File: config.mk
export PLATFORM = sky130hd
export DESIGN_NAME = serv_rf_ram_seq
export DESIGN_NICKNAME = d
export VERILOG_FILES = /design/src/rtl/serv_rf_ram_seq.sv
export SDC_FILE = /design/constraint.sdc
export NUM_CORES = 1
export LEC_CHECK = 0
export CORE_MARGIN = 2
export CORE_UTILIZATION = 50
export CTS_CLUSTER_SIZE = 24
export DETAILED_ROUTE_END_ITERATION = 10
export PLACE_DENSITY_LB_ADDON = 0.3
export SYNTH_ARGS = -nofsm -noshare
export SYNTH_HDL_FRONTEND = slang
export SYNTH_SLANG_ARGS = --single-unit
export TNS_END_PERCENT = 50
File: constraint.sdc
create_clock -name i_clk -period 4.1 [get_ports i_clk]
set_clock_uncertainty 0.15 [all_clocks]
set_input_delay 0.82 -clock i_clk [delete_from_list [all_inputs] [get_ports i_clk]]
set_output_delay 0.82 -clock i_clk [all_outputs]
set_load 0.01 [all_outputs]
File: src/rtl/serv_rf_ram_seq.sv
// Sequencer between the bit-serial register file ports and a simple dual-port RAM.
// Optional macro SERV_RF_SEQ_X0_MASK_EN: register 0 reads as zero and is never written.
module serv_rf_ram_seq #(
    parameter  int WIDTH    = 2,
    parameter  int WITH_CSR = 1,
    localparam int RW       = 5 + WITH_CSR,
    localparam int L        = $clog2(WIDTH),
    localparam int AW       = RW + 5 - L
) (
    input  logic             i_clk,
    input  logic             i_rst_n,
    input  logic             i_rreq,
    input  logic [RW-1:0]    i_rreg0,
    input  logic [RW-1:0]    i_rreg1,
    output logic             o_ready,
    output logic             o_rdata0,
    output logic             o_rdata1,
    input  logic             i_wgo,
    input  logic             i_wen0,
    input  logic             i_wen1,
    input  logic [RW-1:0]    i_wreg0,
    input  logic [RW-1:0]    i_wreg1,
    input  logic             i_wdata0,
    input  logic             i_wdata1,
    output logic             o_rbusy,
    output logic             o_wbusy,
    output logic [AW-1:0]    o_ram_raddr,
    output logic             o_ram_ren,
    input  logic [WIDTH-1:0] i_ram_rdata,
    output logic [AW-1:0]    o_ram_waddr,
    output logic [WIDTH-1:0] o_ram_wdata,
    output logic             o_ram_wen
);

    localparam logic [4:0] LMASK = 5'(WIDTH - 1);

    function automatic logic [AW-1:0] ram_addr(input logic [RW-1:0] r, input logic [4:0] bit_idx);
        ram_addr = (AW'(r) << (5 - L)) | AW'(bit_idx >> L);
    endfunction

    typedef enum logic {RIDLE, RRUN} rstate_t;

    rstate_t          rstate, rstate_nxt;
    logic [5:0]       rcnt;
    logic [4:0]       rphase;
    logic [RW-1:0]    rreg0, rreg1;
    logic             ren0, ren1, rbusy;
    logic             rtrig0, rtrig1;
    logic [WIDTH-1:0] rhold0, rshift0, rshift1;
    logic             rbit0, rbit1;

    assign rphase = rcnt[4:0] & LMASK;

    always_ff @(posedge i_clk or negedge i_rst_n) begin
        if (!i_rst_n) rstate <= RIDLE;
        else          rstate <= rstate_nxt;
    end

    always_comb begin
        rstate_nxt = rstate;
        case (rstate)
            RIDLE:   if (i_rreq) rstate_nxt = RRUN;
            RRUN:    if (rcnt == 6'd33) rstate_nxt = RIDLE;
            default: rstate_nxt = RIDLE;
        endcase
    end

    // Port 0 word is fetched first, port 1 one cycle later; port 0 is re-aligned in rhold0.
    always_comb begin
        ren0  = 1'b0;
        ren1  = 1'b0;
        rbusy = 1'b0;
        if (rstate == RRUN) begin
            rbusy = 1'b1;
            ren0  = !rcnt[5] && (rphase == 5'd0);
            ren1  = !rcnt[5] && (rphase == 5'd1);
        end
    end

    always_ff @(posedge i_clk or negedge i_rst_n) begin
        if (!i_rst_n) begin
            rcnt    <= '0;
            rreg0   <= '0;
            rreg1   <= '0;
            rtrig0  <= 1'b0;
            rtrig1  <= 1'b0;
            rhold0  <= '0;
            rshift0 <= '0;
            rshift1 <= '0;
        end else begin
            if (rstate == RIDLE && i_rreq) begin
                rreg0 <= i_rreg0;
                rreg1 <= i_rreg1;
                rcnt  <= '0;
            end else if (rstate == RRUN) begin
                rcnt <= rcnt + 6'd1;
            end
            rtrig0 <= ren0;
            rtrig1 <= ren1;
            if (rtrig0) rhold0 <= i_ram_rdata;
            if (rtrig1) begin
                rshift0 <= rhold0 >> 1;
                rshift1 <= i_ram_rdata >> 1;
            end else begin
                rshift0 <= rshift0 >> 1;
                rshift1 <= rshift1 >> 1;
            end
        end
    end

    // Bit 0 of each fresh word bypasses the shift registers so it appears on arrival.
    assign rbit0 = rtrig1 ? rhold0[0]      : rshift0[0];
    assign rbit1 = rtrig1 ? i_ram_rdata[0] : rshift1[0];

`ifdef SERV_RF_SEQ_X0_MASK_EN
    logic rzero0, rzero1;

    always_ff @(posedge i_clk or negedge i_rst_n) begin
        if (!i_rst_n) begin
            rzero0 <= 1'b0;
            rzero1 <= 1'b0;
        end else if (rstate == RIDLE && i_rreq) begin
            rzero0 <= (i_rreg0 == '0);
            rzero1 <= (i_rreg1 == '0);
        end
    end

    assign o_rdata0 = rbit0 & ~rzero0;
    assign o_rdata1 = rbit1 & ~rzero1;
`else
    assign o_rdata0 = rbit0;
    assign o_rdata1 = rbit1;
`endif

    assign o_ready     = rtrig1 && (rcnt == 6'd2);
    assign o_rbusy     = rbusy;
    assign o_ram_ren   = ren0 | ren1;
    assign o_ram_raddr = ren1 ? ram_addr(rreg1, rcnt[4:0]) : ram_addr(rreg0, rcnt[4:0]);

    logic [4:0]       wcnt;
    logic [RW-1:0]    wreg0, wreg1, hreg0, hreg1;
    logic             wen0, wen1, hen0, hen1;
    logic [WIDTH-1:0] wsh0, wsh1, whold0, whold1;
    logic [WIDTH-1:0] wnext0, wnext1;
    logic [4:0]       hidx;
    logic             wdone, wpend0, wpend1;
    logic             wen0_in, wen1_in;

    assign wnext0 = (wsh0 >> 1) | (WIDTH'(i_wdata0) << (WIDTH - 1));
    assign wnext1 = (wsh1 >> 1) | (WIDTH'(i_wdata1) << (WIDTH - 1));
    assign wdone  = i_wgo && ((wcnt & LMASK) == LMASK);

`ifdef SERV_RF_SEQ_X0_MASK_EN
    assign wen0_in = i_wen0 && (i_wreg0 != '0);
    assign wen1_in = i_wen1 && (i_wreg1 != '0);
`else
    assign wen0_in = i_wen0;
    assign wen1_in = i_wen1;
`endif

    // Completed words and their targets are held so a following write burst cannot disturb them.
    always_ff @(posedge i_clk or negedge i_rst_n) begin
        if (!i_rst_n) begin
            wcnt   <= '0;
            wreg0  <= '0;
            wreg1  <= '0;
            wen0   <= 1'b0;
            wen1   <= 1'b0;
            wsh0   <= '0;
            wsh1   <= '0;
            whold0 <= '0;
            whold1 <= '0;
            hreg0  <= '0;
            hreg1  <= '0;
            hen0   <= 1'b0;
            hen1   <= 1'b0;
            hidx   <= '0;
            wpend0 <= 1'b0;
            wpend1 <= 1'b0;
        end else begin
            if (i_wgo) begin
                wcnt <= wcnt + 5'd1;
                wsh0 <= wnext0;
                wsh1 <= wnext1;
                if (wcnt == 5'd0) begin
                    wreg0 <= i_wreg0;
                    wreg1 <= i_wreg1;
                    wen0  <= wen0_in;
                    wen1  <= wen1_in;
                end
            end else begin
                wcnt <= '0;
            end
            wpend0 <= wdone;
            wpend1 <= wpend0;
            if (wdone) begin
                whold0 <= wnext0;
                whold1 <= wnext1;
                hidx   <= wcnt;
                hreg0  <= wreg0;
                hreg1  <= wreg1;
                hen0   <= wen0;
                hen1   <= wen1;
            end
        end
    end

    assign o_ram_wen   = (wpend0 & hen0) | (wpend1 & hen1);
    assign o_ram_waddr = wpend1 ? ram_addr(hreg1, hidx) : ram_addr(hreg0, hidx);
    assign o_ram_wdata = wpend1 ? whold1 : whold0;
    assign o_wbusy     = i_wgo | wpend0 | wpend1;

endmodule

==> results.json <==
{
  "crit_top_cell": "sky130_fd_sc_hd__clkdlybuf4s50_1",
  "yosysWarnings": 0,
  "syn_nets": 268,
  "critical-path-slowest-cell": "sky130_fd_sc_hd__clkdlybuf4s50_1",
  "final_cell_mix": "sky130_fd_sc_hd__dfrtp_1, sky130_fd_sc_hd__clkdlybuf4s50_1, sky130_fd_sc_hd__mux2_2",
  "internal-power_mw": 1.78,
  "worstPathCellList": "clkdlybuf4s50_1 -> or3_1 -> clkdlybuf4s50_1",
  "p_clk_frac": 0.258,
  "switching_share": 0.277,
  "timing.slew.headroom": 0.352,
  "netlist_instances": 229,
  "timing.final.hold_violations": 0,
  "dr_total_vias": 1857,
  "placementRows": 28,
  "drive_gt1_frac": 0.252,
  "worst_case_vdd_ir_drop_uv": 332,
  "htree_num_levels": 3,
  "worst_setup_hold_path_clk_slew_ns": 0.07,
  "timing.final.crit_period_ns": 3.26,
  "effective_utilization_at_floorplan": 0.509,
  "crit_path_max_incr_delay_ns": 0.56,
  "seqPwrFrac": 0.431,
  "place.port_buffers": 62,
  "worstPathRequired_ns": 3.13,
  "p_comb_frac": 0.311,
  "die_outline_area_sq_mm": 0.00659,
  "switchingPower_mw": 0.680,
  "setup_viol_count_final": 0,
  "grt_pass1_wl_um": 8830,
  "hold_path_class": "input port to async pin",
  "synth_seq_cells": 70,
  "final_max_slew_viol_count": 0,
  "ioPinCount": 63,
  "floorplan.core_area_sq_mm": 0.00585,
  "tritoncts.num_buffers": 9,
  "grt_max_degree": 32,
  "tightestPinTransition_ns": 0.970,
  "grt_antenna_before_repair": 0,
  "via_per_inst": 4.98,
  "worst_skew_pair.late_latency_ns": 0.33,
  "dr.pass1.iters": 4,
  "placedInstanceArea_sq_mm": 0.00363,
  "drv.max_cap_violation_count": 0,
  "grt_use_total": 0.178,
  "timing.hold.ws_ns": 0.270,
  "cts_hold_repair.buffers": 0,
  "finalWeightedCongestion": 0.788,
  "fin_setup_tns_ns": 0,
  "setup.worst_path.start_class": "input port",
  "antenna_cells": 0,
  "tritoncts_clock_tree": "done",
  "total_power_mw": 2.46,
  "drt_iter0_drc": 63,
  "postLayoutCoreUtil": 0.661,
  "final_common_cell": "sky130_fd_sc_hd__dfrtp_1",
  "synth.yosys.seq_area_share": 0.588,
  "netlist_area_sq_mm": 0.00298,
  "grt_overflow_total": 0,
  "detailed_place_hpwl_um": 3570,
  "critical_path.endpoint_type": "output pin",
  "route.detailed.drc": 0,
  "grt_pass1_vias": 1936,
  "detail-route-antenna-nets": 0,
  "final_area_sq_mm": 0.00387,
  "clock_tree.root_cell": "sky130_fd_sc_hd__clkbuf_8",
  "fmax_mhz": 307,
  "post-route-period-util": 0.796,
  "status": "completed",
  "post_cts_resized": 0,
  "clock_tree.buffer_depth": 2,
  "syn-mean-instance-area_sq_um": 13.0,
  "leak_pwr_nw": 1.78,
  "area_growth_syn_to_layout_pct": 29.8,
  "setup_repair_after_global_routing_missed_its_margin": "false",
  "netlist-cell-type-count": 28,
  "routed_wire_length_per_instance_um": 14.0,
  "worst-path-max-fanout": 10,
  "nets": 332,
  "post-cts-setup-buffers": 0,
  "route.final.wire_length_um": 5210,
  "die_w_um": 81.2,
  "power-per-cell-area_mw_per_mm2": 635,
  "die_height_um": 81.2,
  "tritoncts_num_sinks": 70,
  "setup.worst_path.class": "input port to output pin",
  "worst_ep_arrival_time_ns": 2.29
}
cells in the mapped netlist:
cell,n,area (sq um)
sky130_fd_sc_hd__nor3_1,2,10.0
sky130_fd_sc_hd__nor2b_1,3,18.8
sky130_fd_sc_hd__buf_2,2,10.0
sky130_fd_sc_hd__a22o_1,1,8.76
sky130_fd_sc_hd__nand2_1,44,165
sky130_fd_sc_hd__mux2_4,10,150
sky130_fd_sc_hd__nand2b_1,1,6.26
sky130_fd_sc_hd__xor2_1,2,17.5
sky130_fd_sc_hd__nor4b_2,1,15.0
sky130_fd_sc_hd__xnor2_1,3,26.3
sky130_fd_sc_hd__and2_1,6,37.5
sky130_fd_sc_hd__clkbuf_1,3,11.3
sky130_fd_sc_hd__mux2_2,45,507
sky130_fd_sc_hd__o211ai_1,1,7.51
sky130_fd_sc_hd__nand2_2,1,6.26
sky130_fd_sc_hd__ha_1,5,62.6
sky130_fd_sc_hd__nand3_1,4,20.0
sky130_fd_sc_hd__a41oi_1,1,8.76
sky130_fd_sc_hd__nand4_1,1,6.26
sky130_fd_sc_hd__o21ai_0,6,30.0
sky130_fd_sc_hd__or3_1,1,6.26
sky130_fd_sc_hd__o31ai_1,1,7.51
sky130_fd_sc_hd__dfrtp_1,70,1750
sky130_fd_sc_hd__nor2_1,1,3.75
sky130_fd_sc_hd__inv_1,7,26.3
sky130_fd_sc_hd__buf_6,1,11.3
sky130_fd_sc_hd__buf_4,5,37.5
sky130_fd_sc_hd__and4b_1,1,10.0
through the flow:
| stage | setup WS (ns) | cells |
|---|---|---|
| 2_1_floorplan | 1.76 | 229 |
| 3_3_place_gp | 0.855 | 357 |
| 3_5_place_dp | 0.841 | 357 |
| 4_1_cts | 0.827 | 373 |
| 5_1_grt | 0.772 | 373 |
| 6_report | 0.837 | 373 |
power by group through the flow:
stage / combinational, mW / sequential [mW] / clock (mW)
after floorplan: 0.473 / 1.03 / 0
after global placement: 0.754 / 1.06 / 0
after detailed placement: 0.768 / 1.07 / 0
after CTS: 0.776 / 1.06 / 0.648
after global routing: 0.837 / 1.09 / 0.683
final: 0.763 / 1.06 / 0.635
metal layers:
| layer | GRT usage | part of all wire | up-vias |
|---|---|---|---|
| li1 | - | - | 898 |
| met2 | 0.282 | 0.48 | 53 |
| met3 | 0.0478 | 0.059 | 9 |
| met5 | 0 | 0 | - |
| met4 | 0.0763 | 0.014 | 0 |
| met1 | 0.232 | 0.45 | 897 |
cell type report:
class,instances,area (sq um)
Tap cell,75,93.8
Sequential cell,70,1750
Clock inverter,3,65.1
Multi-Input combinational cell,141,1130
Inverter,7,26.3
Clock buffer,13,169
Fill cell,459,1980
Timing Repair Buffer,64,631
path summary, 6_finish.rpt:
path                          from   endpoint  slack (ns)  depth (start not counted)
setup / recovery             i_wgo    o_wbusy        0.84                          3
hold / removal             i_rst_n    hidx[3]        0.27                          1
setup reg to reg           wcnt[0]  whold1[0]        2.24                          2
hold reg to reg             wpend0     wpend1        0.28                          0
max in group asynchronous  i_rst_n   rreg0[2]        2.78                          2
min in group i_clk          wpend0     wpend1        0.28                          0
flip-flops by register name (all words and copies together), names as in the netlist, 2 cells and up:
name	count
rreg1	6
whold0	2
whold1	2
rcnt	6
hreg1	6
rhold0	2
wcnt	5
rreg0	6
wreg0	6
hidx	4
hreg0	6
wreg1	6
worst max-delay path: cells and delay by family:
kind / cells / cell delay [ns]
buf+inv: 2 / 1.04
simple gates: 1 / 0.43
cell families after synthesis:
family	count (synthesis)	synth area share
flops	70	0.588
simple gates	66	0.102
mux	55	0.220
buf+inv	18	0.0323
compound gates	10	0.0210
xor+xnor	5	0.0147
fa+ha+maj	5	0.0210
Power figures use the tool's default switching activity.
